File: config.mk
export PLATFORM = sky130hd
export DESIGN_NAME = dpu_disp_scan
export DESIGN_NICKNAME = d
export VERILOG_FILES = /design/src/rtl/dpu_disp_scan.sv
export SDC_FILE = /design/constraint.sdc
export NUM_CORES = 1
export LEC_CHECK = 0
export ABC_AREA = 1
export CAP_MARGIN = 20
export CORE_UTILIZATION = 46
export CTS_BUF_LIST = sky130_fd_sc_hd__clkbuf_16
export CTS_CLUSTER_DIAMETER = 40
export CTS_CLUSTER_SIZE = 40
export DETAILED_ROUTE_END_ITERATION = 16
export PLACE_DENSITY = 0.75
export SLEW_MARGIN = 10
export SYNTH_ARGS = -nofsm -noshare
export SYNTH_HDL_FRONTEND = slang
export SYNTH_SLANG_ARGS = --single-unit
File: constraint.sdc
create_clock -name clk -period 1.9 [get_ports clk]
set_input_delay 0.38 -clock clk [delete_from_list [all_inputs] [get_ports clk]]
set_output_delay 0.38 -clock clk [all_outputs]
set_load 0.02 [all_outputs]
File: src/rtl/dpu_disp_scan.sv
`default_nettype none
// ============================================================================
//  Module      : dpu_disp_scan
//  Description : Latches the DPU result, opcode and display select, then
//                scans them onto a 4-digit common-anode seven-segment display
//                with a blanked dead-time between digit slots.
//  Revision    : 1.0 - initial release
// ============================================================================
module dpu_disp_scan #(
    parameter int DIV  = 16,    // cycles each digit is lit per slot (>=2)
    parameter int DEAD = 2,     // cycles all digits are off between slots (>=1)
    parameter bit LZB  = 1'b1   // blank digit 1 when latched dout[7:4]==0
) (
    input  logic       clk,
    input  logic       rst,
    input  logic       ld,
    input  logic       hold,
    input  logic [7:0] dout,
    input  logic [2:0] alu_op,
    input  logic [1:0] dsel,
    output logic [6:0] seg,      // seg[6]=a ... seg[0]=g, active-low
    output logic [3:0] an,       // an[0] = digit 0, active-low
    output logic [7:0] cur_val
);

    // One counter serves both phases, so size it for the longer one.
    localparam int c_cmax = (DIV > DEAD) ? DIV : DEAD;
    localparam int c_cw   = (c_cmax > 1) ? $clog2(c_cmax) : 1;

    localparam logic [c_cw-1:0] c_div_last  = c_cw'(DIV - 1);
    localparam logic [c_cw-1:0] c_dead_last = c_cw'(DEAD - 1);
    localparam logic [c_cw-1:0] c_cnt_one   = c_cw'(1);

    localparam logic [0:0] c_st_dead = 1'b0;
    localparam logic [0:0] c_st_show = 1'b1;

    logic [7:0]      r_cur_val;
    logic [2:0]      r_op_q;
    logic [1:0]      r_dsel_q;
    logic [0:0]      r_state;
    logic [1:0]      r_idx;
    logic [c_cw-1:0] r_cnt;
    logic [6:0]      r_seg;      // doubles as the per-slot segment pattern
    logic [3:0]      r_an;

    logic [3:0]      w_nib;
    logic            w_blank;
    logic [6:0]      w_pat;
    logic [3:0]      w_an_on;

    // Hex to active-low segments, MSB = a, LSB = g.
    function automatic logic [6:0] seg_decode(input logic [3:0] v);
        seg_decode = 7'b1111111;
        case (v)
            4'h0: seg_decode = 7'b0000001;
            4'h1: seg_decode = 7'b1001111;
            4'h2: seg_decode = 7'b0010010;
            4'h3: seg_decode = 7'b0000110;
            4'h4: seg_decode = 7'b1001100;
            4'h5: seg_decode = 7'b0100100;
            4'h6: seg_decode = 7'b0100000;
            4'h7: seg_decode = 7'b0001111;
            4'h8: seg_decode = 7'b0000000;
            4'h9: seg_decode = 7'b0000100;
            4'hA: seg_decode = 7'b0001000;
            4'hB: seg_decode = 7'b1100000;
            4'hC: seg_decode = 7'b0110001;
            4'hD: seg_decode = 7'b1000010;
            4'hE: seg_decode = 7'b0110000;
            4'hF: seg_decode = 7'b0111000;
            default: seg_decode = 7'b1111111;
        endcase
    endfunction

    // Select the nibble for the digit about to be lit and build its pattern.
    always_comb begin
        w_nib = 4'h0;
        case (r_idx)
            2'd0:    w_nib = r_cur_val[3:0];
            2'd1:    w_nib = r_cur_val[7:4];
            2'd2:    w_nib = {1'b0, r_op_q};
            default: w_nib = {2'b00, r_dsel_q};
        endcase
        w_blank = LZB && (r_idx == 2'd1) && (r_cur_val[7:4] == 4'h0);
        w_pat   = w_blank ? 7'b1111111 : seg_decode(w_nib);
        w_an_on = ~(4'b0001 << r_idx);
    end

    // Capture register: frozen while hold is high.
    always_ff @(posedge clk or posedge rst) begin
        if (rst) begin
            r_cur_val <= 8'h00;
            r_op_q    <= 3'd0;
            r_dsel_q  <= 2'd0;
        end else if (ld && !hold) begin
            r_cur_val <= dout;
            r_op_q    <= alu_op;
            r_dsel_q  <= dsel;
        end
    end

    // Scan FSM; an/seg are loaded on the phase edges so they track the state
    // exactly and the pattern stays fixed for the whole lit slot.
    always_ff @(posedge clk or posedge rst) begin
        if (rst) begin
            r_state <= c_st_dead;
            r_idx   <= 2'd0;
            r_cnt   <= '0;
            r_an    <= 4'b1111;
            r_seg   <= 7'b1111111;
        end else begin
            case (r_state)
                c_st_dead: begin
                    if (r_cnt == c_dead_last) begin
                        r_state <= c_st_show;
                        r_cnt   <= '0;
                        r_an    <= w_an_on;
                        r_seg   <= w_pat;
                    end else begin
                        r_cnt <= r_cnt + c_cnt_one;
                    end
                end
                default: begin
                    if (r_cnt == c_div_last) begin
                        r_state <= c_st_dead;
                        r_cnt   <= '0;
                        r_idx   <= r_idx + 2'd1;
                        r_an    <= 4'b1111;
                        r_seg   <= 7'b1111111;
                    end else begin
                        r_cnt <= r_cnt + c_cnt_one;
                    end
                end
            endcase
        end
    end

    assign seg     = r_seg;
    assign an      = r_an;
    assign cur_val = r_cur_val;

endmodule
`default_nettype wire

# After elaboration in Yosys (flattened, before gate mapping)

Memory sizes are Yosys's and may differ from the RTL's.
Cells that the tools add are included.

Input bits: 17
Logic and storage cells: 40
Memories kept: 1
Flip-flop bits (word level): 31
ROM bits: 112
Output and inout bits: 19

Memories:

| memory           | depth | width | rd ports | clocked after memory_dff | write ports | line | RTL |
|---|---|---|---|---|---|---|---|
| (name not given) | 16    | 7     | 1        | 0                        | 0           | 54   | `case (v)` |

Shifts and indexed selects: 1
Mux-type cells: 14
Eq/ne operators: 5
Reduce and logical (&&, ||, !) cells: 8
Bitwise gates (word level): 1
Add/subtract/negate cells: 2

Operator list:

| cell                                                               | count |
|---|---|
| 7-bit 2-to-1 mux                                                   | 4 |
| 4-bit 2-to-1 mux                                                   | 6 |
| 4-bit case mux with 3 select lines                                 | 1 |
| 4-bit by 1-bit adder with 4-bit output (second input constant)     | 1 |
| 4-bit by 1-bit == test with 1-bit output (second input constant)   | 1 |
| 4-bit == test (second input constant)                              | 1 |
| 4-bit logical NOT                                                  | 1 |
| 4-bit NOT                                                          | 1 |
| 2-bit AND reduction                                                | 2 |
| 1-bit by 2-bit << shifter with 4-bit output (first input constant) | 1 |
| 1-bit 2-to-1 mux                                                   | 3 |
| 2-bit by 1-bit adder with 2-bit output (second input constant)     | 1 |
| 2-bit by 1-bit == test with 1-bit output (second input constant)   | 1 |
| 2-bit == test (second input constant)                              | 1 |
| 1-bit logical AND                                                  | 2 |
| 2-bit logical NOT                                                  | 1 |
| 2-bit by 1-bit != test with 1-bit output (second input constant)   | 1 |
| 2-bit nonzero test                                                 | 1 |
| 1-bit logical NOT                                                  | 1 |

# Longest topological paths before layout

An unclocked memory read counts as a cell.

Depth after elaboration: 6
Mapped depth: 14
Gate-level depth less buffers: 14

# Worst setup path after synthesis

Ideal clock, no wire load.

Kind: reg2reg
Start: reg r_idx[1]
End: reg r_seg[3], in the netlist seg[3]
Stages on the path, launching flop included: 15
Setup slack: 74 ps
Data arrival time: 1,753 ps
Path buffers: 0
Required time: 1,828 ps
Clock period less this slack: 1,826 ps
Setup time: 72 ps
Cell sequence: dfrtp_1 -> inv_1 -> ha_1 -> nand2_1 -> nand2_1 -> nor2_1 -> nor2_2 -> inv_1 -> ha_1 -> nand3_1 -> nand2_1 -> nand2_1 -> nand3_1 -> nand2_1 -> inv_1

Word-level cells in the longest chain between the ends: 6
Elaborated cells between the ends (all ways): 9
Those cells by class: eq/ne (2); mux (4); reduce/logical (2); memory (1)

RTL lines:

| element                               | line | RTL |
|---|---|---|
| start, declared                       | 41   | `logic [1:0] r_idx;` |
| start signal, assigned                | 127  | `r_idx <= r_idx + 2'd1;` |
| 2-bit == test (tied with other cells) | 78   | `case (r_idx)` |
| 4-bit case mux with 3 select lines    | 78   |  |
| memory 16 x 7 bit                     | n/a  |  |
| 7-bit 2-to-1 mux *                    | 85   | `w_pat = w_blank ? 7'b1111111 : seg_decode(w_nib);` |
| 7-bit 2-to-1 mux *                    | 114  | `if (r_cnt == c_dead_last) begin` |
| 7-bit 2-to-1 mux *                    | 112  | `case (r_state)` |
| end signal, assigned                  | 118  | `r_seg <= w_pat;` |
| end, declared                         | 43   | `logic [6:0] r_seg;` |

Mark *: on every way between the ends. The rest lies on a longest branch, timed or not. The select of a mux whose other input is x is not followed.
A chain may end at the register's enable or synchronous reset.

# Worst setup path in the final report

Start: reg r_idx[1]
End: reg r_seg[6], in the netlist seg[6]

The elaborated chain is that of the path after synthesis.

==> impl_metrics.py <==
metrics = {
    "global_route": {
        "grt_max_degree": 32,
        "track_usage": 0.206,
        "grt_pass1_vias": 1421,
        "antenna_found_initial": 0,
        "overflow": 0,
        "grt_pass1_wl_um": 6460,
    },
    "power_and_ir_drop": {
        "p_total_mw": 2.26,
        "power_density_nw_per_um2": 856,
        "clkPwrFrac": 0.400,
        "combPwrFrac": 0.241,
        "p_int_mw": 1.65,
        "p_leak_nw": 1.21,
        "p_sw_frac": 0.271,
        "power.share.sequential": 0.360,
        "peakVddDrop_mv": 0.578,
        "switchingPower_mw": 0.612,
    },
    "clocking": {
        "clock_sinks": 31,
        "cts-buffers-inserted": 5,
        "cts_tree": "done",
        "clk_latency_ns": 0.28,
        "cts-htree-levels": 2,
        "clockRootBuffer": "clkbuf_16",
        "ctsHoldBuffers": 0,
        "clkSlewWorstSetupHoldPaths_ns": 0.05,
        "cts_buffer_depth": 2,
    },
    "sta": {
        "hold_violations": 0,
        "period_share": 0.963,
        "slew_viol_final": 0,
        "clock.fmax_mhz": 546,
        "period_needed_ns": 1.83,
        "fin_skew_ns": 0.00419,
        "relSlewSlack": 0.739,
        "setup_viol": 0,
        "rsz0062_at_grt": "true",
        "worst_pin_slew_ns": 0.392,
    },
    "logic_synthesis": {
        "synth_edf_count": 0,
        "synth_fp_nets": 227,
        "ys_seq_area_frac": 0.439,
        "synth_ff_type": "dfrtp_1",
        "netlist_instances": 196,
        "synth.avg_cell_area_um2": 9.17,
        "yosys_warnings": 0,
        "synth_area_um2": 1800,
        "yosysMostFrequentCell": "nand2_1",
        "async_flop_share": 1.00,
        "synth.area.top_cells": "dfrtp_1 28%, dfstp_2 16%, ha_1 9.7%",
        "yosys.area.top_type_share": 0.279,
        "yosysTopAreaCell": "dfrtp_1",
        "ys_top_cells_by_count": "39 x nand2_1, 27 x nor2_1, 20 x dfrtp_1",
        "synth_cell_types": 29,
        "ys_ff_latch": 31,
    },
    "detailed_routing": {
        "routed_wl_um": 4010,
        "viasPerCell": 4.97,
        "dr.first_iter.drc_count": 57,
        "drc": 0,
        "wire_per_inst_um": 13.2,
        "detail-route-antenna-nets": 0,
        "vias": 1511,
        "firstDrtPassIters": 4,
    },
    "layout": {
        "post-route-util": 0.711,
        "area_growth_pct": 47.0,
        "fill_cells": 282,
        "antenna_cells": 0,
        "drive_above_1_share": 0.395,
        "final_nets": 286,
    },
    "setup_path": {
        "critPathBufInv": 4,
        "slowest_stage": "dfrtp_1",
        "path_max_fanout": 5,
        "startpoint_type": "flop",
        "worst_ep_arrival_time_ns": 2.04,
        "path_class": "flop to flop",
        "cp-end-kind": "flop",
        "cp_common_cell": "nand2_1",
        "required_ns": 2.11,
        "cp_cell_sequence": "inv_2 -> ha_4 -> nand2_2 -> nand2_2 -> nor2_4 -> nor2_4 -> inv_4 -> buf_4 -> ha_4 -> nand3_2 -> nand2_1 -> nand2_1 -> nand3_1 -> nand2_1 -> inv_1",
        "cpPeakStageDelay_ns": 0.41,
        "critPathTopFamily": "simple AND/OR/NAND/NOR gates",
    },
    "flow_run": {
        "drv_cap": 0,
    },
    "floorplanning": {
        "core_area_um2": 3720,
        "io_pins": 36,
        "die_h_um": 64.5,
        "dieWidth_um": 64.5,
        "rows": 22,
        "die-area_um2": 4160,
        "initial_utilization": 0.484,
    },
    "place": {
        "dp.final_hpwl_um": 2630,
        "port_buffers": 35,
        "gp_congestion": 0.835,
    },
    "outcome": {
        "status": "finished clean",
    },
    "min_path": {
        "hold_class": "input pin to async pin",
    },
}
[power by group through the flow]
stage / logic [mW] / clock network [mW] / registers (mW)
2_1_floorplan: 0.205 / 0 / 0.880
3_3_place_gp: 0.461 / 0 / 0.818
3_5_place_dp: 0.466 / 0 / 0.821
4_1_cts: 0.482 / 0.915 / 0.813
5_1_grt: 0.594 / 0.950 / 0.825
6_report: 0.544 / 0.903 / 0.813
[worst paths after layout]
| check | startpoint | endpoint | slack, ns | cells past startpoint |
|---|---|---|---|---|
| setup reg to reg | r_idx[1] | seg[6] | 0.07 | 15 |
| hold / removal | rst | r_cnt[1] | 0.49 | 3 |
| hold reg to reg | seg[5] | seg[5] | 0.50 | 2 |
| max in group asynchronous | rst | an[2] | 1.09 | 3 |
| min in group clk | seg[5] | seg[5] | 0.50 | 2 |
| setup / recovery | r_idx[1] | seg[6] | 0.07 | 15 |
[cell type report]
| class | count | area [µm²] | area share |
|---|---|---|---|
| Multi-Input combinational cell | 142 | 1040 | 0.392 |
| Sequential cell | 31 | 791 | 0.299 |
| Timing Repair Buffer | 54 | 497 | 0.188 |
| Clock inverter | 3 | 43.8 | 0.0166 |
| Clock buffer | 5 | 125 | 0.0474 |
| Tap cell | 48 | 60.1 | 0.0227 |
| Inverter | 21 | 88.8 | 0.0336 |
[metrics by stage]
stage | worst slack [ns] | area (µm²) | TNS [ns] | hold slack [ns] | cells
3_5_place_dp | -0.0519 | 2250 | -0.0519 | 0.494 | 284
5_1_grt | -0.0809 | 2640 | -0.344 | 0.522 | 304
6_report | 0.0699 | 2640 | 0 | 0.494 | 304
2_1_floorplan | 0.0745 | 1800 | 0 | 0.475 | 196
4_1_cts | 0.00190 | 2490 | 0 | 0.502 | 297
3_3_place_gp | 0.0396 | 2250 | 0 | 0.493 | 284
[cell usage in the layout (no fill, tap or decap), drive strengths merged]
| master | n |
|---|---|
| xor2 | 2 |
| buf | 19 |
| ha | 14 |
| nand2 | 47 |
| o22ai | 1 |
| o21ai | 3 |
| o21bai | 2 |
| mux2 | 13 |
| clkinv | 4 |
| dfrtp | 20 |
| clkdlybuf4s50 | 35 |
| dfstp | 11 |
| a21oi | 10 |
| nand3 | 15 |
| inv | 19 |
| clkbuf | 5 |
| bufinv | 1 |
| or2 | 2 |
| nor2 | 33 |
[registers in the layout (all words and copies together) (netlist names)]
signal and cells:
r_cnt 4, cur_val 8, r_op_q 3, r_state 1, r_idx 2, an 4, seg 7, r_dsel_q 2
[kinds of logic after synthesis]
family          Yosys count  synth area share
mux                      13            0.0815
compound gates           16            0.0522
flops                    31             0.439
simple gates             97             0.265
fa+ha+maj                14            0.0975
xor+xnor                  2           0.00975
buf+inv                  23            0.0550
[what timing repair did]
item	CTS	global route
gates cloned	0	0
buffers inserted	5	7
endpoints found under the setup margin	4	7
hold endpoints to repair	0	0
pin swaps	2	11
gates resized for setup	10	23
[metal layers]
layer,routed length [µm],up-vias,GRT usage
met2,2040,47,0.338
met3,229,8,0.0651
met1,1680,709,0.256
li1,-,747,-
met4,62,0,0.0694
met5,0,-,0
[worst register-to-register path: cells and delay by family (launching register included)]
family | cells | cell delay, ns
DFF | 1 | 0.41
adders and majority gates | 2 | 0.32
buffers and inverters | 4 | 0.38
and+or+nand+nor | 9 | 0.65
Power figures use the tool's default switching activity.
